File: src/rtl/regfile_wr_arb.sv
// ---------------------------------------------------------------------------
// regfile_wr_arb
//   Round-robin arbiter and sequencer for the single write port of the 32x8
//   register file. Up to NREQ requesters each offer one write. One write is
//   granted per cycle and is registered onto we/dst/data. A granted requester
//   may lock the port for a multi-write burst. A watchdog bounds how long a
//   lock can be held.
//
// Ports
//   clk        in   system clock, rising edge
//   rst        in   asynchronous reset, active low
//   req_valid  in   [NREQ]       requester i offers a write
//   req_dst    in   [NREQ*AW]    destination of requester i, slice [i*AW +: AW]
//   req_data   in   [NREQ*DW]    data of requester i, slice [i*DW +: DW]
//   req_lock   in   [NREQ]       keep the grant after this transfer
//   req_ready  out  [NREQ]       one-hot or zero; transfer on valid & ready
//   we         out  register file write enable
//   dst        out  [AW]         register file write address
//   data       out  [DW]         register file write data
//   grant_id   out  [2]          requester whose write is on we/dst/data
//   locked     out  port is locked to grant_id
//   lock_err   out  one-cycle pulse when the watchdog forces a release
// ---------------------------------------------------------------------------
module regfile_wr_arb #(
    parameter int NREQ     = 3,
    parameter int AW       = 5,
    parameter int DW       = 8,
    parameter int LOCK_MAX = 15
) (
    input  logic                 clk,
    input  logic                 rst,
    input  logic [NREQ-1:0]      req_valid,
    input  logic [NREQ*AW-1:0]   req_dst,
    input  logic [NREQ*DW-1:0]   req_data,
    input  logic [NREQ-1:0]      req_lock,
    output logic [NREQ-1:0]      req_ready,
    output logic                 we,
    output logic [AW-1:0]        dst,
    output logic [DW-1:0]        data,
    output logic [1:0]           grant_id,
    output logic                 locked,
    output logic                 lock_err
);

    typedef enum logic {
        ARB  = 1'b0,
        LOCK = 1'b1
    } state_t;

    state_t      state, state_nxt;
    logic [1:0]  ptr;
    logic [7:0]  cnt, cnt_nxt;
    logic        lock_err_nxt;

    logic        win_found;
    logic [1:0]  win_id;
    logic [1:0]  idx;
    logic [1:0]  sel_p0;
    logic        xfer_p0;

    // Saturating 8-bit increment for the lock-length counter.
    function automatic logic [7:0] sat_inc8(input logic [7:0] v);
        if (v == 8'hFF) return v;
        return v + 8'd1;
    endfunction

    // Round-robin search: first valid requester after ptr, wrapping.
    always_comb begin
        win_found = 1'b0;
        win_id    = '0;
        idx       = '0;
        for (int k = 1; k <= NREQ; k++) begin
            idx = 2'((int'(ptr) + k) % NREQ);
            if (!win_found && req_valid[idx]) begin
                win_found = 1'b1;
                win_id    = idx;
            end
        end
    end

    // Ready generation and next-state logic.
    always_comb begin
        req_ready    = '0;
        sel_p0       = win_id;
        xfer_p0      = 1'b0;
        state_nxt    = state;
        cnt_nxt      = cnt;
        lock_err_nxt = 1'b0;
        case (state)
            ARB: begin
                cnt_nxt = '0;
                if (win_found) begin
                    req_ready[win_id] = 1'b1;
                    xfer_p0           = 1'b1;
                    if (req_lock[win_id]) begin
                        state_nxt = LOCK;
                        cnt_nxt   = 8'd1;
                    end
                end
            end
            LOCK: begin
                sel_p0 = grant_id;
                if (!req_valid[grant_id]) begin
                    // Owner abandoned the burst; this takes priority over the watchdog.
                    state_nxt = ARB;
                    cnt_nxt   = '0;
                end else begin
                    req_ready[grant_id] = 1'b1;
                    xfer_p0             = 1'b1;
                    if (!req_lock[grant_id]) begin
                        state_nxt = ARB;
                        cnt_nxt   = '0;
                    end else if (int'(cnt) >= LOCK_MAX - 1) begin
                        // This locked write is the LOCK_MAX-th of the burst: accept it, then force release.
                        state_nxt    = ARB;
                        cnt_nxt      = '0;
                        lock_err_nxt = 1'b1;
                    end else begin
                        cnt_nxt = sat_inc8(cnt);
                    end
                end
            end
            default: begin
                state_nxt = ARB;
                cnt_nxt   = '0;
            end
        endcase
    end

    // Control state register.
    always_ff @(posedge clk or negedge rst) begin
        if (!rst) begin
            state    <= ARB;
            ptr      <= 2'(NREQ - 1);
            cnt      <= '0;
            lock_err <= 1'b0;
            we       <= 1'b0;
            grant_id <= '0;
        end else begin
            state    <= state_nxt;
            cnt      <= cnt_nxt;
            lock_err <= lock_err_nxt;
            we       <= xfer_p0;
            if (xfer_p0) begin
                ptr      <= sel_p0;
                grant_id <= sel_p0;
            end
        end
    end

    // ---- stage boundary: granted write registered onto the register-file port ----
    always_ff @(posedge clk or negedge rst) begin
        if (!rst) begin
            dst  <= '0;
            data <= '0;
        end else if (xfer_p0) begin
            dst  <= req_dst[int'(sel_p0)*AW +: AW];
            data <= req_data[int'(sel_p0)*DW +: DW];
        end
    end

    assign locked = (state == LOCK);

endmodule
File: config.mk
export PLATFORM = sky130hd
export DESIGN_NAME = regfile_wr_arb
export DESIGN_NICKNAME = d
export VERILOG_FILES = /design/src/rtl/regfile_wr_arb.sv
export SDC_FILE = /design/constraint.sdc
export NUM_CORES = 1
export LEC_CHECK = 0
export CAP_MARGIN = 15
export CELL_PAD_IN_SITES_DETAIL_PLACEMENT = 1
export CELL_PAD_IN_SITES_GLOBAL_PLACEMENT = 1
export CORE_ASPECT_RATIO = 0.6
export CORE_MARGIN = 1
export CORE_UTILIZATION = 29
export DETAILED_ROUTE_END_ITERATION = 10
export PLACE_DENSITY_LB_ADDON = 0.1
export SYNTH_ARGS = -nofsm -noshare
export SYNTH_HDL_FRONTEND = slang
export SYNTH_SLANG_ARGS = --single-unit
File: constraint.sdc
create_clock -name clk -period 2.6 [get_ports clk]
set_input_delay 0.52 -clock clk [delete_from_list [all_inputs] [get_ports clk]]
set_output_delay 0.52 -clock clk [all_outputs]
set_load 0.02 [all_outputs]
### Yosys cells after proc, flatten, opt, wreduce, memory -nomap -nowiden

Index checks and enable logic that the tools add are counted.

| storage, ports and cells | value |
|---|---|
| register bits after elaboration | 28 |
| output and inout port bits | 21 |

| cells by class | value |
|---|---|
| add/subtract/negate cells | 4 |
| $mul | 1 |
| divide/modulo/power cells | 3 |
| $lt $le $gt $ge | 8 |
| eq/ne operators | 2 |
| shift operators | 2 |
| mux-type cells | 51 |
| bitwise logic cells | 1 |
| reductions and logical operators | 6 |

Operator list:

| operator | count |
|---|---|
| remainder unit 32 x 3 -> 32 bit (second input constant) | 3 |
| 2-to-1 mux 8 bit | 4 |
| 2-to-1 mux 1 bit | 29 |
| variable part select 24 x 6 -> 8 bit | 1 |
| case mux 8 bit (2 select lines) | 1 |
| less-than comparator 2 x 3 -> 1 bit (second input constant) | 5 |
| variable part select 15 x 6 -> 5 bit | 1 |
| binary-select mux 1 bit (select 2 bit) | 6 |
| adder 8 x 1 -> 8 bit (second input constant) | 1 |
| equality test 8 bit (second input constant) | 1 |
| greater-or-equal comparator 8 x 4 -> 1 bit (second input constant) | 1 |
| 2-to-1 mux 2 bit | 4 |
| adder 2 x 2 -> 3 bit (second input constant) | 2 |
| 2-to-1 mux 3 bit | 2 |
| inequality test 6 bit (second input constant) | 1 |
| case mux 3 bit (2 select lines) | 1 |
| multiplier 2 x 3 -> 5 bit (second input constant) | 1 |
| demux 1 bit (select 2 bit) | 2 |
| greater-or-equal comparator 2 x 1 -> 1 bit (second input constant) | 2 |
| logical AND 1 bit | 4 |
| case mux 1 bit (2 select lines) | 2 |
| adder 2 x 1 -> 3 bit (second input constant) | 1 |
| logical NOT 1 bit | 2 |
| NOT 1 bit | 1 |

### Longest topological paths before layout

Gate-level depths: netlist of the first run.

| depth | value |
|---|---|
| depth in word-level cells | 17 |
| mapped depth | 11 |
| mapped depth without buffers | 9 |

### Least setup slack after synthesis of the first run

OpenSTA, ideal clock, no wires.

| timing path | value |
|---|---|
| kind | reg-to-output |
| start | register ptr[1] |
| end | output req_ready[2] |
| data arrival time | 2,170 ps |
| required time | 2,080 ps |
| path slack | -90 ps |
| stages on the path, launching flop included | 12 |
| path through | dfstp_2 > inv_1 > ha_1 > buf_6 > mux2i_1 > o21ai_1 > a21boi_1 > or2_1 > buf_2 > o32a_2 > buf_6 > inv_1 |

| between the ends | value |
|---|---|
| longest elaborated chain between the ends | 17 |

RTL lines:

| item | line | text |
|---|---|---|
| start, declared | 51 | `logic [1:0] ptr;` |
| start signal, assigned | 134 | `ptr <= 2'(NREQ - 1);` |
| start signal, assigned | 145 | `ptr <= sel_p0;` |
| adder 2 x 1 -> 3 bit | 73 | `idx = 2'((int'(ptr) + k) % NREQ);` |
| remainder unit 32 x 3 -> 32 bit | 73 |  |
| binary-select mux 1 bit (select 2 bit) | 74 | `if (!win_found && req_valid[idx]) begin` |
| 2-to-1 mux 1 bit (not written as such) | 74 |  |
| 2-to-1 mux 1 bit | 74 |  |
| logical NOT 1 bit | 74 |  |
| logical AND 1 bit | 74 |  |
| 2-to-1 mux 1 bit | 74 |  |
| logical NOT 1 bit | 74 |  |
| logical AND 1 bit | 74 |  |
| 2-to-1 mux 2 bit | 74 |  |
| less-than comparator 2 x 3 -> 1 bit (not written as such) or greater-or-equal comparator 2 x 1 -> 1 bit (tied branches) | 93 | `req_ready[win_id] = 1'b1;` |
| logical AND 1 bit (not written as such) | 93 |  |
| 2-to-1 mux 1 bit (not written as such) | 93 |  |
| demux 1 bit (select 2 bit) | 93 |  |
| 2-to-1 mux 3 bit * | 92 | `if (win_found) begin` |
| case mux 3 bit (2 select lines) * | 89 | `case (state)` |
| end, declared | 36 | `output logic [NREQ-1:0] req_ready,` |

Mark *: on every way between the ends. The rest lies on a longest branch, timed or not. The select of a mux whose other input is x is not followed.

### Final worst setup path of the first run

Ends and elaborated chain as after synthesis.

==> results_tabular.tex, run 1 <==
\begin{tabular}{lr}
\hline
Metric & Value \\
\hline
\multicolumn{2}{l}{\textbf{Outcome}} \\
Outcome & finished with violations \\
Failing checks & negative setup slack \\
\multicolumn{2}{l}{\textbf{Critical path}} \\
Maximum single-stage delay on the critical path & 0.57 ns \\
Worst-case register-to-register setup slack & -0.25 ns \\
Worst Setup Path Type & flop to primary output \\
Critical path arrival & 2.34 ns \\
Data required time at the worst endpoint & 2.08 ns \\
Crit path capture type & primary output \\
Critical path, cell by cell & buf\_6, ha\_4, buf\_6, nand3b\_1, o21ai\_2, a21boi\_2, or2\_4, o32a\_4, inv\_2, buf\_6 \\
Largest fanout on the critical path & 7 \\
Crit path top cell by count & sky130\_fd\_sc\_hd\_\_buf\_6 \\
Category of cells accounting for the largest share of critical-path delay & flip-flops \\
Worst-path cell with the longest stage delay & sky130\_fd\_sc\_hd\_\_dfstp\_2 \\
Worst setup SP type & flop \\
Number of buffer and inverter instances along the worst setup path & 4 \\
\multicolumn{2}{l}{\textbf{Layout}} \\
Layout filler cell count & 667 \\
Final-stage net count & 384 \\
Filler-free cell count of the finished design & 410 \\
Layout cells sized above 1 & 36.1\% \\
Area overhead of the layout relative to synthesis & 86.5\% \\
Antenna diode instance count & 0 \\
\multicolumn{2}{l}{\textbf{Synthesis}} \\
Main area contributors after synthesis & sky130\_fd\_sc\_hd\_\_dfrtp\_1, sky130\_fd\_sc\_hd\_\_o221ai\_1, sky130\_fd\_sc\_hd\_\_mux2i\_1 \\
Most frequent cell after synthesis & sky130\_fd\_sc\_hd\_\_dfrtp\_1 \\
Part of the Yosys area used for sequential elements & 37.0\% \\
Number of synthesized flops with an enable pin & 0 \\
Post-synth ARST share & 100\% \\
Number of cells produced by synthesis & 206 \\
Number of warnings printed during yosys synthesis & 0 \\
Top cells by count, synth & sky130\_fd\_sc\_hd\_\_dfrtp\_1, sky130\_fd\_sc\_hd\_\_inv\_1, sky130\_fd\_sc\_hd\_\_nand2\_1, sky130\_fd\_sc\_hd\_\_o221ai\_1, sky130\_fd\_sc\_hd\_\_nor2\_1 \\
Dominant register cell in the synthesized netlist & sky130\_fd\_sc\_hd\_\_dfrtp\_1 \\
Count of different cell masters after synthesis & 51 \\
Top-area cell type share of the netlist area & 35.5\% \\
Post-synthesis register bit count & 27 \\
Synth area leader & sky130\_fd\_sc\_hd\_\_dfrtp\_1 \\
Cell area after technology mapping & 1830 µm² \\
Mean instance size in the synthesized netlist & 8.89 µm² \\
\multicolumn{2}{l}{\textbf{Floorplanning}} \\
Row Count & 21 \\
Die area & 6640 µm² \\
Effective utilization at floorplan & 31.4\% \\
Placeable core area & 5830 µm² \\
Overall die height & 63.5 µm \\
Floorplan die width & 105 µm \\
Ports & 68 \\
\multicolumn{2}{l}{\textbf{Timing}} \\
Worst Clk Skew & 0.00434 ns \\
Fmax & 350 MHz \\
Number of hold violations in the final report & 0 \\
Min Hold Slack & 0.517 ns \\
Slew Viols, Final & 0 \\
Endpoints failing setup & 18 \\
Shortest clock period the worst path allows after layout & 2.86 ns \\
Setup repair after global routing missed its margin & yes \\
Smallest setup slack after layout & -0.261 ns \\
Final period util & 110\% \\
\multicolumn{2}{l}{\textbf{Route}} \\
Vias per Instance & 5.55 \\
First drt pass iteration count & 4 \\
Post-route antenna net violation count & 0 \\
Final wirelength & 8760 µm \\
Detailed router's first-iteration violation count & 167 \\
Number of DRC violations after detailed routing & 0 \\
Total via count after detailed routing & 2275 \\
Routed WL per cell & 21.4 µm \\
\multicolumn{2}{l}{\textbf{Clock tree}} \\
Clock tree from TritonCTS & built \\
Number of buffers added by the clock tree synthesis step & 3 \\
Clock latency on the worst-skew pair & 0.28 ns \\
Clock input transition at the sequential cells of the worst setup and hold paths & 0.10 ns \\
Total clock sinks & 27 \\
Number of buffers on the longest clock path & 2 \\
Count of H-tree levels built during CTS & 1 \\
CTS Root Cell & sky130\_fd\_sc\_hd\_\_clkbuf\_8 \\
\multicolumn{2}{l}{\textbf{GRT}} \\
Total routing resource utilization after global routing & 23.8\% \\
Wire length of the first global-routing pass & 12400 µm \\
Pin count of the biggest net entering global routing & 28 \\
Vias in the first global route & 2268 \\
Number of antenna violations at the first check in global routing & 0 \\
Global-route congestion overflow total & 0 \\
\multicolumn{2}{l}{\textbf{Pwr}} \\
Power density of the placed cells & 1550 nW/µm² \\
Largest vdd supply drop & 611 µV \\
Leakage power summed over all cells & 1.43 nW \\
\multicolumn{2}{l}{\textbf{Place}} \\
Placer's final routability congestion estimate & 0.927 \\
Half-perimeter wire length after placement & 5410 µm \\
Count of buffers inserted at the top-level ports & 67 \\
Number of placed instances with taps included & 387 \\
\multicolumn{2}{l}{\textbf{Flow run}} \\
Maxcap violations & 0 \\
\multicolumn{2}{l}{\textbf{Min path}} \\
Type of the worst min-delay path & flop to flop \\
\hline
\end{tabular}
## flip-flops by register name (all words and copies together) (netlist names)
register and flops:
grant_id 2, cnt 8, data 8, ptr 1, we 1, lock_err 1
dst 5, locked 1
## cell usage in the layout, fill, tap and decap left out, types with 4 or more instances in the layout
cell type / netlist / final
sky130_fd_sc_hd__mux2i_1: 12 / 8
sky130_fd_sc_hd__clkdlybuf4s50_1: 0 / 63
sky130_fd_sc_hd__o21ai_0: 13 / 13
sky130_fd_sc_hd__dfrtp_1: 26 / 26
sky130_fd_sc_hd__inv_2: 1 / 4
sky130_fd_sc_hd__o221ai_1: 20 / 9
sky130_fd_sc_hd__nand2_1: 20 / 20
sky130_fd_sc_hd__o221ai_2: 0 / 8
sky130_fd_sc_hd__buf_6: 3 / 16
sky130_fd_sc_hd__inv_1: 23 / 20
sky130_fd_sc_hd__buf_4: 2 / 50
sky130_fd_sc_hd__nor2_1: 14 / 14
## kinds of logic (layout without fill, tap and decap cells)
logic type	count (synthesis)	after routing	synth area share (%)
compound gates	65	65	27.1
flops	27	27	37.0
other cells	1	3	0.205
buf+inv	36	158	9.16
fa+ha+maj	6	6	4.10
simple gates	58	58	15.4
xor+xnor	1	1	0.479
mux	12	12	6.56
## routing by layer
| metal | global-route usage [%] | vias to the layer above | part of all wire (%) |
|---|---|---|---|
| li1 | - | 1001 | - |
| met1 | 34.9 | 1199 | 46 |
| met2 | 36.8 | 69 | 48 |
| met3 | 4.97 | 6 | 5.5 |
| met4 | 2.32 | 0 | 0.73 |
| met5 | 0 | - | 0 |
## stage by stage
stage / TNS [ns] / instance area, µm² / util [%] / total power [mW] / worst slack (ns)
global placement: -3.45 / 2870 / 49.2 / 3.74 / -0.653
global route: -4.08 / 3410 / 58.5 / 5.53 / -0.338
CTS: -0.593 / 3180 / 54.5 / 4.49 / -0.200
detailed placement: -3.99 / 2870 / 49.2 / 3.76 / -0.684
floorplan: -0.0505 / 1850 / - / 2.39 / -0.0505
finish: -2.73 / 3410 / 58.5 / 5.27 / -0.261
## where the power goes
group,leakage (nW),internal (mW),switching (mW),total (mW)
Combinational,1.07,2.11,2.20,4.31
Clock,0.0228,0.110,0.146,0.256
Sequential,0.334,0.594,0.113,0.707
## timing repair
| action | CTS | global route |
|---|---|---|
| cloned | 0 | 0 |
| pin swaps | 8 | 7 |
| gates resized for setup | 50 | 35 |
| endpoints found under the setup margin | 16 | 18 |
| setup buffers | 15 | 7 |
| hold buffers | 0 | 0 |
## worst paths after layout
path                                   from      endpoint  cells past startpoint
worst min register to register      data[5]       data[5]                      2
worst max register to register  grant_id[0]        dst[4]                     12
worst min-delay path                data[5]       data[5]                      2
worst max-delay path                 ptr[1]  req_ready[2]                     10
min in group asynchronous               rst        cnt[6]                      2
max in group asynchronous               rst        ptr[1]                      2
## worst reg2reg max path, delay by kind of cell (launching register included)
kind | cells | cell delay [ns]
compound gates | 4 | 0.80
buf+inv | 5 | 0.77
flops | 1 | 0.41
mux | 1 | 0.28
fa+ha+maj | 1 | 0.25
simple gates | 1 | 0.21
## layout make-up
type                            instances  area [µm²]  share of cell area [%]
Multi-Input combinational cell        145        1310                    38.3
Timing Repair Buffer                  130        1190                    35.0
Sequential cell                        27         677                    19.8
Tap cell                               80         100                    2.93
Inverter                               24        90.1                    2.64
Clock buffer                            4        45.0                    1.32
Power figures use the tool's default switching activity.
==> run 2: changes to the inputs <==
--- a/config.mk
+++ b/config.mk
@@ -9,8 +9,8 @@
 export CELL_PAD_IN_SITES_DETAIL_PLACEMENT = 1
 export CELL_PAD_IN_SITES_GLOBAL_PLACEMENT = 1
 export CORE_ASPECT_RATIO = 0.6
-export CORE_MARGIN = 1
-export CORE_UTILIZATION = 29
+export CORE_MARGIN = 4
+export CORE_UTILIZATION = 35
 export DETAILED_ROUTE_END_ITERATION = 10
 export PLACE_DENSITY_LB_ADDON = 0.1
 export SYNTH_ARGS = -nofsm -noshare
==> constraint.sdc (replaced) <==
create_clock -name clk -period 3.7 [get_ports clk]
set_input_delay 0.74 -clock clk [delete_from_list [all_inputs] [get_ports clk]]
set_output_delay 0.74 -clock clk [all_outputs]
set_load 0.02 [all_outputs]
==> results_tabular.tex, run 2 (synthesis gave the netlist of run 1 again) <==
\begin{tabular}{lr}
\hline
Metric & Value \\
\hline
\multicolumn{2}{l}{\textbf{Clock tree}} \\
Clock input transition at the sequential cells of the worst setup and hold paths & 0.09 ns \\
Count of H-tree levels built during CTS & 1 \\
Clock latency on the worst-skew pair & 0.27 ns \\
CTS Hold Bufs & 0 \\
Number of buffers on the longest clock path & 2 \\
Clock tree from TritonCTS & built \\
Total clock sinks & 27 \\
CTS Root Cell & sky130\_fd\_sc\_hd\_\_clkbuf\_8 \\
Number of buffers added by the clock tree synthesis step & 3 \\
\multicolumn{2}{l}{\textbf{GRT}} \\
Number of antenna violations at the first check in global routing & 0 \\
Wire length of the first global-routing pass & 9630 µm \\
Global-route congestion overflow total & 0 \\
Vias in the first global route & 1871 \\
Pin count of the biggest net entering global routing & 28 \\
Total routing resource utilization after global routing & 18.7\% \\
\multicolumn{2}{l}{\textbf{Route}} \\
Routed WL per cell & 16.9 µm \\
Vias per Instance & 5.29 \\
First drt pass iteration count & 4 \\
Total via count after detailed routing & 1867 \\
Met2 Routed Length & 2610 µm \\
Number of DRC violations after detailed routing & 0 \\
Max Used Layer & met4 \\
Final wirelength & 5960 µm \\
Detailed router's first-iteration violation count & 58 \\
Post-route antenna net violation count & 0 \\
Sum of met3 wire segment lengths after detailed routing & 317 µm \\
Metal1 wirelength & 3010 µm \\
\multicolumn{2}{l}{\textbf{Critical path}} \\
Worst setup SP type & input port \\
Crit path capture type & primary output \\
Number of cells on the worst reg-to-reg path & 9 \\
Largest fanout on the critical path & 5 \\
Worst Setup Path Type & input port to primary output \\
Data required time at the worst endpoint & 2.96 ns \\
Critical path arrival & 2.67 ns \\
\multicolumn{2}{l}{\textbf{Place}} \\
Worst setup slack after placement & -0.00885 ns \\
Count of buffers inserted at the top-level ports & 67 \\
Placer's final routability congestion estimate & 0.801 \\
Number of placed instances with taps included & 348 \\
Half-perimeter wire length after placement & 4650 µm \\
\multicolumn{2}{l}{\textbf{Timing}} \\
Number of hold violations in the final report & 0 \\
Setup repair after global routing missed its margin & no \\
Smallest setup slack after layout & 0.289 ns \\
Fmax & 293 MHz \\
Final period util & 92.2\% \\
Slew Viols, Final & 0 \\
Worst Clk Skew & 0.00407 ns \\
Worst Max-Slew Pin Slew & 0.752 ns \\
Rel. slew slack & 49.9\% \\
Endpoints failing setup & 0 \\
Min Hold Slack & 0.501 ns \\
Shortest clock period the worst path allows after layout & 3.41 ns \\
\multicolumn{2}{l}{\textbf{Pwr}} \\
Power density of the placed cells & 928 nW/µm² \\
Largest vdd supply drop & 361 µV \\
Leakage power summed over all cells & 1.19 nW \\
\multicolumn{2}{l}{\textbf{Layout}} \\
Final-stage net count & 341 \\
Most frequent cells in the layout & sky130\_fd\_sc\_hd\_\_clkdlybuf4s50\_1, sky130\_fd\_sc\_hd\_\_dfrtp\_1, sky130\_fd\_sc\_hd\_\_inv\_1 \\
Largest regs & cnt (8), data (8), dst (5) \\
Filler-free cell count of the finished design & 353 \\
Utilization after layout & 54.0\% \\
Leading cell type in the layout, fill and taps excluded & sky130\_fd\_sc\_hd\_\_clkdlybuf4s50\_1 \\
Area overhead of the layout relative to synthesis & 49.2\% \\
Antenna diode instance count & 0 \\
Layout cells sized above 1 & 12.9\% \\
Layout filler cell count & 583 \\
\multicolumn{2}{l}{\textbf{Flow run}} \\
Maxcap violations & 0 \\
\multicolumn{2}{l}{\textbf{Floorplanning}} \\
Ports & 68 \\
Placeable core area & 5050 µm² \\
Row Count & 20 \\
Die area & 6490 µm² \\
Overall die height & 64.0 µm \\
Floorplan die width & 101 µm \\
Effective utilization at floorplan & 36.2\% \\
\multicolumn{2}{l}{\textbf{Min path}} \\
Hold Path Stages & 2 \\
Type of the worst min-delay path & flop to flop \\
\multicolumn{2}{l}{\textbf{Outcome}} \\
Outcome & completed \\
\hline
\end{tabular}
==> run 2: report_power, final <==
part | total (mW) | switching [mW] | internal [mW]
sequential | 0.484 | 0.0667 | 0.418
clock | 0.174 | 0.0971 | 0.0765
combinational | 1.88 | 1.03 | 0.842
==> run 2: worst max-delay path: stages <==
cell and delay [ns]:
sky130_fd_sc_hd__clkdlybuf4s50_1 0.48, sky130_fd_sc_hd__mux2i_1 0.27, sky130_fd_sc_hd__or2_2 0.17, sky130_fd_sc_hd__a21oi_1 0.05, sky130_fd_sc_hd__or3_1 0.43, sky130_fd_sc_hd__o32ai_1 0.15
sky130_fd_sc_hd__dlygate4sd2_1 0.38
==> run 2: per-stage QoR <==
step | cell area, µm² | setup TNS (ns) | total power, mW
finish | 2730 | 0 | 2.53
floorplan | 1840 | 0 | 1.66
global placement | 2660 | 0 | 2.32
global route | 2730 | 0 | 2.73
detailed placement | 2660 | -0.00885 | 2.35
CTS | 2710 | 0 | 2.53
==> run 2: layer usage <==
metal / track usage [%] / vias up
met5: 0 / -
met4: 1.99 / 0
met3: 4.14 / 2
met2: 29.5 / 43
met1: 27.1 / 910
li1: - / 912
==> run 2: path summary, 6_finish.rpt <==
path	start	endpoint	slack [ns]
setup / recovery	req_valid[0]	req_ready[1]	0.29
hold / removal	dst[1]	dst[1]	0.50
setup reg to reg	ptr[1]	dst[4]	0.91
hold reg to reg	dst[1]	dst[1]	0.50
max in group asynchronous	rst	ptr[1]	2.54
min in group asynchronous	rst	data[5]	0.84
==> run 2: final cells by class <==
type | count | area (µm²) | share of cell area [%]
Clock buffer | 3 | 41.3 | 1.51
Tap cell | 66 | 82.6 | 3.02
Clock inverter | 1 | 7.51 | 0.275
Sequential cell | 27 | 677 | 24.8
Multi-Input combinational cell | 145 | 1010 | 36.9
Timing Repair Buffer | 87 | 825 | 30.2
Inverter | 24 | 90.1 | 3.30
==> run 2: what timing repair did <==
action | 4_1_cts | 5_1_grt
setup endpoints to repair | 3 | 2
endpoints found under the hold margin | 0 | 0
buffers inserted | 0 | 1
gates resized for setup | 3 | 3
